## src/rtl/mc_ctrl_pkg.sv

```systemverilog
// Shared encodings for the multi-cycle MIPS control FSM: states, opcodes,
// mux select codes and the packed control-strobe bundle.
package mc_ctrl_pkg;

    localparam int unsigned OP_W    = 6;
    localparam int unsigned STATE_W = 4;

    typedef enum logic [STATE_W-1:0] {
        ST_FETCH     = 4'd0,
        ST_DECODE    = 4'd1,
        ST_MEM_ADDR  = 4'd2,
        ST_MEM_READ  = 4'd3,
        ST_MEM_WB    = 4'd4,
        ST_MEM_WRITE = 4'd5,
        ST_EXECUTE   = 4'd6,
        ST_R_WB      = 4'd7,
        ST_BRANCH    = 4'd8,
        ST_JUMP      = 4'd9,
        ST_ADDI_EX   = 4'd10,
        ST_ADDI_WB   = 4'd11
    } state_e;

    localparam logic [OP_W-1:0] OP_RTYPE = 6'b000000;
    localparam logic [OP_W-1:0] OP_LW    = 6'b100011;
    localparam logic [OP_W-1:0] OP_SW    = 6'b101011;
    localparam logic [OP_W-1:0] OP_BEQ   = 6'b000100;
    localparam logic [OP_W-1:0] OP_BNE   = 6'b000101;
    localparam logic [OP_W-1:0] OP_J     = 6'b000010;
    localparam logic [OP_W-1:0] OP_ADDI  = 6'b001000;

    localparam logic [1:0] ALUOP_ADD   = 2'b00;
    localparam logic [1:0] ALUOP_SUB   = 2'b01;
    localparam logic [1:0] ALUOP_FUNCT = 2'b10;

    localparam logic [1:0] SRCB_B       = 2'b00;
    localparam logic [1:0] SRCB_FOUR    = 2'b01;
    localparam logic [1:0] SRCB_SEXT    = 2'b10;
    localparam logic [1:0] SRCB_SEXT_SH = 2'b11;

    localparam logic [1:0] PCSRC_ALU    = 2'b00;
    localparam logic [1:0] PCSRC_ALUOUT = 2'b01;
    localparam logic [1:0] PCSRC_JUMP   = 2'b10;

    typedef struct packed {
        logic       pc_write;
        logic       pc_write_cond;
        logic       branch_ne;
        logic       iord;
        logic       mem_read;
        logic       mem_write;
        logic       ir_write;
        logic       mem_to_reg;
        logic       reg_dst;
        logic       reg_write;
        logic       alu_src_a;
        logic [1:0] alu_src_b;
        logic [1:0] alu_op;
        logic [1:0] pc_source;
        logic       illegal_op;
        logic       mem_timeout;
    } ctrl_t;

    // Quiet bundle: no strobes, muxes parked at their FETCH settings.
    function automatic ctrl_t ctrl_idle();
        ctrl_t c;
        c           = '0;
        c.alu_src_b = SRCB_FOUR;
        c.alu_op    = ALUOP_ADD;
        c.pc_source = PCSRC_ALU;
        return c;
    endfunction

endpackage

```

## src/rtl/mc_wait_timer.sv

```systemverilog
// Consecutive memory-wait counter; hit flags the wait cycle that reaches WAIT_MAX.
module mc_wait_timer #(
    parameter int unsigned WAIT_MAX = 15,
    parameter int unsigned CNT_W    = 8
) (
    input  logic CLK,
    input  logic RESET,
    input  logic en,
    input  logic clr,
    output logic hit
);

    localparam logic [CNT_W-1:0] LAST = CNT_W'(WAIT_MAX - 1);

    logic [CNT_W-1:0] cnt;

    // cnt holds the number of earlier wait cycles, so this cycle is wait number cnt+1.
    assign hit = en && (cnt == LAST);

    always_ff @(posedge CLK or negedge RESET) begin
        if (!RESET) begin
            cnt <= '0;
        end else if (clr) begin
            cnt <= '0;
        end else if (en) begin
            cnt <= cnt + CNT_W'(1);
        end
    end

endmodule

```

## src/rtl/multicycle_control.sv

```systemverilog
// Main control FSM of the multi-cycle MIPS core with memory-ready stall and timeout.
// Optional feature: define MULTICYCLE_BNE_EN to decode bne through the BRANCH state.
module multicycle_control
    import mc_ctrl_pkg::*;
#(
    parameter int unsigned WAIT_MAX = 15,
    parameter int unsigned CNT_W    = 8
) (
    input  logic       CLK,
    input  logic       RESET,
    input  logic [5:0] Opcode,
    input  logic       Mem_ready,
    output logic       PCWrite,
    output logic       PCWriteCond,
    output logic       Branch_ne,
    output logic       IorD,
    output logic       MemRead,
    output logic       MemWrite,
    output logic       IRWrite,
    output logic       MemtoReg,
    output logic       RegDst,
    output logic       RegWrite,
    output logic       ALUSrcA,
    output logic [1:0] ALUSrcB,
    output logic [1:0] ALUOp,
    output logic [1:0] PCSource,
    output logic [3:0] State,
    output logic       Illegal_op,
    output logic       Mem_timeout
);

    state_e state;
    state_e state_nxt;
    ctrl_t  ctrl;
    logic   wait_st;
    logic   wait_en;
    logic   wait_clr;
    logic   wait_hit;
    logic   bne_flag;

    assign wait_st  = (state == ST_FETCH) || (state == ST_MEM_READ) || (state == ST_MEM_WRITE);
    assign wait_en  = wait_st && !Mem_ready;
    // A timeout in FETCH does not change state, so the hit itself must clear the count.
    assign wait_clr = wait_hit || (state_nxt != state);

    mc_wait_timer #(
        .WAIT_MAX (WAIT_MAX),
        .CNT_W    (CNT_W)
    ) u_wait_timer (
        .CLK   (CLK),
        .RESET (RESET),
        .en    (wait_en),
        .clr   (wait_clr),
        .hit   (wait_hit)
    );

`ifdef MULTICYCLE_BNE_EN
    logic bne_q;

    // Remember whether the branch being executed is a bne.
    always_ff @(posedge CLK or negedge RESET) begin
        if (!RESET) begin
            bne_q <= 1'b0;
        end else if (state == ST_DECODE) begin
            bne_q <= (Opcode == OP_BNE);
        end
    end

    assign bne_flag = bne_q;
`else
    assign bne_flag = 1'b0;
`endif

    always_ff @(posedge CLK or negedge RESET) begin
        if (!RESET) begin
            state <= ST_FETCH;
        end else begin
            state <= state_nxt;
        end
    end

    always_comb begin
        state_nxt      = state;
        ctrl           = '0;
        ctrl.alu_src_b = SRCB_B;
        ctrl.alu_op    = ALUOP_ADD;
        ctrl.pc_source = PCSRC_ALU;
        case (state)
            ST_FETCH: begin
                ctrl.mem_read  = 1'b1;
                ctrl.alu_src_b = SRCB_FOUR;
                if (Mem_ready) begin
                    ctrl.ir_write = 1'b1;
                    ctrl.pc_write = 1'b1;
                    state_nxt     = ST_DECODE;
                end
            end
            ST_DECODE: begin
                ctrl.alu_src_b = SRCB_SEXT_SH;
                case (Opcode)
                    OP_RTYPE:      state_nxt = ST_EXECUTE;
                    OP_LW, OP_SW:  state_nxt = ST_MEM_ADDR;
                    OP_BEQ:        state_nxt = ST_BRANCH;
`ifdef MULTICYCLE_BNE_EN
                    OP_BNE:        state_nxt = ST_BRANCH;
`endif
                    OP_J:          state_nxt = ST_JUMP;
                    OP_ADDI:       state_nxt = ST_ADDI_EX;
                    default: begin
                        ctrl.illegal_op = 1'b1;
                        state_nxt       = ST_FETCH;
                    end
                endcase
            end
            ST_MEM_ADDR: begin
                ctrl.alu_src_a = 1'b1;
                ctrl.alu_src_b = SRCB_SEXT;
                state_nxt      = (Opcode == OP_SW) ? ST_MEM_WRITE : ST_MEM_READ;
            end
            ST_MEM_READ: begin
                ctrl.mem_read = 1'b1;
                ctrl.iord     = 1'b1;
                if (Mem_ready) begin
                    state_nxt = ST_MEM_WB;
                end else if (wait_hit) begin
                    state_nxt = ST_FETCH;
                end
            end
            ST_MEM_WB: begin
                ctrl.reg_write  = 1'b1;
                ctrl.mem_to_reg = 1'b1;
                state_nxt       = ST_FETCH;
            end
            ST_MEM_WRITE: begin
                ctrl.mem_write = 1'b1;
                ctrl.iord      = 1'b1;
                if (Mem_ready || wait_hit) begin
                    state_nxt = ST_FETCH;
                end
            end
            ST_EXECUTE: begin
                ctrl.alu_src_a = 1'b1;
                ctrl.alu_op    = ALUOP_FUNCT;
                state_nxt      = ST_R_WB;
            end
            ST_R_WB: begin
                ctrl.reg_write = 1'b1;
                ctrl.reg_dst   = 1'b1;
                state_nxt      = ST_FETCH;
            end
            ST_BRANCH: begin
                ctrl.alu_src_a     = 1'b1;
                ctrl.alu_op        = ALUOP_SUB;
                ctrl.pc_write_cond = 1'b1;
                ctrl.pc_source     = PCSRC_ALUOUT;
                ctrl.branch_ne     = bne_flag;
                state_nxt          = ST_FETCH;
            end
            ST_JUMP: begin
                ctrl.pc_write  = 1'b1;
                ctrl.pc_source = PCSRC_JUMP;
                state_nxt      = ST_FETCH;
            end
            ST_ADDI_EX: begin
                ctrl.alu_src_a = 1'b1;
                ctrl.alu_src_b = SRCB_SEXT;
                state_nxt      = ST_ADDI_WB;
            end
            ST_ADDI_WB: begin
                ctrl.reg_write = 1'b1;
                state_nxt      = ST_FETCH;
            end
            default: begin
                ctrl      = ctrl_idle();
                state_nxt = ST_FETCH;
            end
        endcase
        ctrl.mem_timeout = wait_hit;
        // Strobes drop the moment RESET falls, not at the next edge.
        if (!RESET) begin
            ctrl = ctrl_idle();
        end
    end

    assign PCWrite     = ctrl.pc_write;
    assign PCWriteCond = ctrl.pc_write_cond;
    assign Branch_ne   = ctrl.branch_ne;
    assign IorD        = ctrl.iord;
    assign MemRead     = ctrl.mem_read;
    assign MemWrite    = ctrl.mem_write;
    assign IRWrite     = ctrl.ir_write;
    assign MemtoReg    = ctrl.mem_to_reg;
    assign RegDst      = ctrl.reg_dst;
    assign RegWrite    = ctrl.reg_write;
    assign ALUSrcA     = ctrl.alu_src_a;
    assign ALUSrcB     = ctrl.alu_src_b;
    assign ALUOp       = ctrl.alu_op;
    assign PCSource    = ctrl.pc_source;
    assign Illegal_op  = ctrl.illegal_op;
    assign Mem_timeout = ctrl.mem_timeout;
    assign State       = state;

endmodule

```

## config.mk

```make
export PLATFORM = sky130hd
export DESIGN_NAME = multicycle_control
export DESIGN_NICKNAME = d
export VERILOG_FILES = /design/src/rtl/mc_ctrl_pkg.sv /design/src/rtl/mc_wait_timer.sv /design/src/rtl/multicycle_control.sv
export SDC_FILE = /design/constraint.sdc
export NUM_CORES = 1
export LEC_CHECK = 0
export ABC_CLOCK_PERIOD_IN_PS = 3300
export BUFFER_PORTS_ARGS = -buffer_cell sky130_fd_sc_hd__buf_2
export CAP_MARGIN = 5
export CORE_MARGIN = 3
export CORE_UTILIZATION = 51
export DETAILED_ROUTE_END_ITERATION = 7
export MAX_ROUTING_LAYER = met4
export PLACE_DENSITY = 0.78
export SLEW_MARGIN = 20
export SYNTH_ARGS = -nofsm -noshare
export SYNTH_HDL_FRONTEND = slang
export SYNTH_SLANG_ARGS = --single-unit
```

## constraint.sdc

```tcl
create_clock -name CLK -period 3.3 [get_ports CLK]
set_input_delay 0.66 -clock CLK [delete_from_list [all_inputs] [get_ports CLK]]
set_output_delay 0.66 -clock CLK [all_outputs]
set_load 0.1 [all_outputs]
```

==> impl_metrics.py <==
metrics = {
    "status": {
        "status": "finished, final reports clean",
    },
    "power": {
        "power_density_nw_per_um2": 632.7,
        "p_leak_nw": 0.6393,
        "ir_worst_vdd_mv": 0.4546,
    },
    "synthesis": {
        "synth_fp_nets": 155,
        "ys_ff_latch": 12,
        "yosys.area.top_type_share_pct": 26.26,
        "yosysTopAreaCell": "dfrtp_1",
        "ys_seq_area_share_pct": 26.26,
        "syn_avg_cell_area_um2": 7.942,
        "synth_top_family_by_area": "simple AND/OR/NAND/NOR gates",
        "netlist_area_um2": 1144,
        "synth-simple-area-share_pct": 38.18,
        "synth_adder_area_share_pct": 3.063,
        "synth_area_leaders": "dfrtp_1 (26%), nor3_1 (7.4%), xor2_1 (6.1%), nor2_1 (4.6%), o21a_1 (3.3%)",
        "ys_warn_count": 0,
        "synth-edff-count": 0,
        "syn_inst": 144,
        "synth_compound_area_share_pct": 18.60,
        "synth-xor-area-share_pct": 7.659,
        "synthArstFlopShare_pct": 100.0,
        "synth_flop_cell": "dfrtp_1",
        "synth_cell_types": 43,
        "synthMuxAreaShare_pct": 0,
    },
    "global_routing": {
        "grt_max_degree": 26,
        "track_usage_pct": 25.50,
        "first_global_vias": 1110,
        "grt_antenna_before_repair": 0,
        "grt_pass1_wl_um": 5264,
        "overflow": 0,
    },
    "die": {
        "initial_core_util_pct": 56.00,
        "die_area_um2": 2847,
        "chipHeight_um": 53.36,
        "core_area_um2": 2042,
        "ioPinCount": 32,
        "row_count": 16,
        "die_w_um": 53.36,
    },
    "detailed_routing": {
        "vias_per_cell": 6.010,
        "drc": 0,
        "routedWlPerCell_um": 14.84,
        "drt_pass1_iterations": 4,
        "wl_um": 2938,
        "dr.first_iter.drc_count": 33,
        "final_antenna_net_count": 0,
        "vias": 1190,
    },
    "clocking": {
        "clock-root-buffer": "clkbuf_4",
        "clk_latency_ns": 0.28,
        "cts_buffer_depth": 2,
        "htreeDepth": 1,
        "clock-sinks": 12,
        "cts_buffers": 3,
        "cts_resized": 0,
        "clk_pin_slew_worst_paths_ns": 0.07,
        "post_cts_buffers": 0,
        "tritoncts": "yes",
        "cts_hold_buf": 0,
    },
    "placement": {
        "io_buffer_count": 30,
        "gp_congestion": 0.8489,
        "dp_cells": 194,
        "post-dp-hpwl_um": 2265,
        "post_dp_cell_area_um2": 1420,
    },
    "worst_setup_path": {
        "critPathRequiredTime_ns": 2.64,
        "end_kind": "output pin",
        "arrival_ns": 2.21,
        "start_kind": "flip-flop",
        "critPathMaxFanout": 20,
        "criticalPathCategory": "flip-flop to output pin",
    },
    "finish": {
        "nets": 183,
        "final_common_cell": "buf_2",
        "multi_input_area_um2": 894.6,
        "register_area_um2": 304.0,
        "layout_common_cells": "buf_2 (30), nor2_1 (11), nor3_1 (11)",
        "design_area_um2": 1446,
        "antennaDiodeCount": 0,
        "final_util_pct": 70.83,
        "nFillCells": 176,
        "fin_cells": 198,
        "area_growth_pct": 26.48,
        "drive_above_1_share_pct": 35.67,
    },
    "hold_path": {
        "hp-class": "primary input to asynchronous set/reset pin",
    },
    "job": {
        "drv_cap": 0,
    },
    "timing": {
        "post-route-min-period_ns": 2.874,
        "setup_viol": 0,
        "worst_pin_slew_ns": 0.6962,
        "max_slew_margin_pct": 53.54,
        "period_share_pct": 87.08,
        "hold_viol_final": 0,
        "worst_hold_slack_ns": 0.4078,
        "rsz0062_at_grt": "no",
        "slew_violations": 0,
        "clock.fmax_mhz": 348.0,
        "finClkSkew_ns": 0.005596,
        "setup_tns_ns": 0,
    },
}
[metal layers]
| layer | routed length (µm) | GRT usage, % | vias to the layer above |
|---|---|---|---|
| met1 | 1336 | 33.96 | 550 |
| met4 | 36 | 4.681 | 0 |
| met2 | 1380 | 39.39 | 45 |
| met3 | 185 | 6.197 | 7 |
| met5 | 0 | - | - |
| li1 | - | - | 588 |
[synthesized netlist by cell type, types with 2 or more instances]
master	n
and2_1	2
buf_4	3
or4_4	2
nand3_1	4
o21a_1	5
nor3_1	17
nor4_1	2
a21oi_1	3
nor3b_1	3
o21ai_0	6
inv_1	2
dfrtp_1	12
or3_1	3
or2_2	3
a21o_1	2
nor2_1	14
nor4b_1	3
xnor2_1	2
nand2_1	8
nand4_1	2
nand2b_1	5
xor2_1	8
and3_1	2
o2111ai_1	2
a22oi_1	3
ha_1	2
nand3b_1	3
clkbuf_1	6
[worst max-delay path: stages, from the launching register on]
cell,delay (ns)
dfrtp_2,0.55
nor2_1,0.29
nand2_1,0.24
nor4b_4,0.28
or2_4,0.15
buf_2,0.41
[power breakdown]
group	switching, W	internal, W
logic	0.000425	0.000153
registers	0.0000740	0.000169
clock network	0.0000475	0.0000470
total	0.000546	0.000369
[final timing paths]
check                                     from                  end  slack [ns]  depth (start not counted)
max                                   State[3]              PCWrite        0.43                          5
min                                      RESET             State[0]        0.41                          2
max reg2reg                           State[0]  u_wait_timer.cnt[6]        0.89                          4
min reg2reg                u_wait_timer.cnt[7]  u_wait_timer.cnt[7]        0.61                          2
max in group asynchronous                RESET             State[2]        2.71                          2
min in group CLK           u_wait_timer.cnt[7]  u_wait_timer.cnt[7]        0.61                          2
[sequential cells by signal, indices dropped and copies added (netlist names)]
signal,cells
u_wait_timer.cnt,8
State,4
[metrics by stage]
step                      total power [W]  worst slack, ns
after CTS                       0.0009192           0.4307
after detailed placement        0.0008220           0.6091
after global placement          0.0008121           0.6324
after global routing            0.0009756           0.2869
after floorplan                 0.0007286          -0.2983
final                           0.0009151           0.4264
[cells by family (layout without fill, tap and decap cells)]
group,Yosys count,count (layout)
and+or+nand+nor,76,76
DFF,12,12
other,1,1
buffers and inverters,13,40
xor gates and xnor gates,10,10
adders and majority gates,3,3
AOI/OAI and AO/OA,29,29
[final cells by class]
type,instances,area share [%]
multi-input combinational,119,61.85
sequential,12,21.02
timing repair buffer,34,12.46
tap,27,2.336
clock buffer,4,1.817
inverter,2,0.5190
No activity file was read; power rests on OpenSTA's default activity.
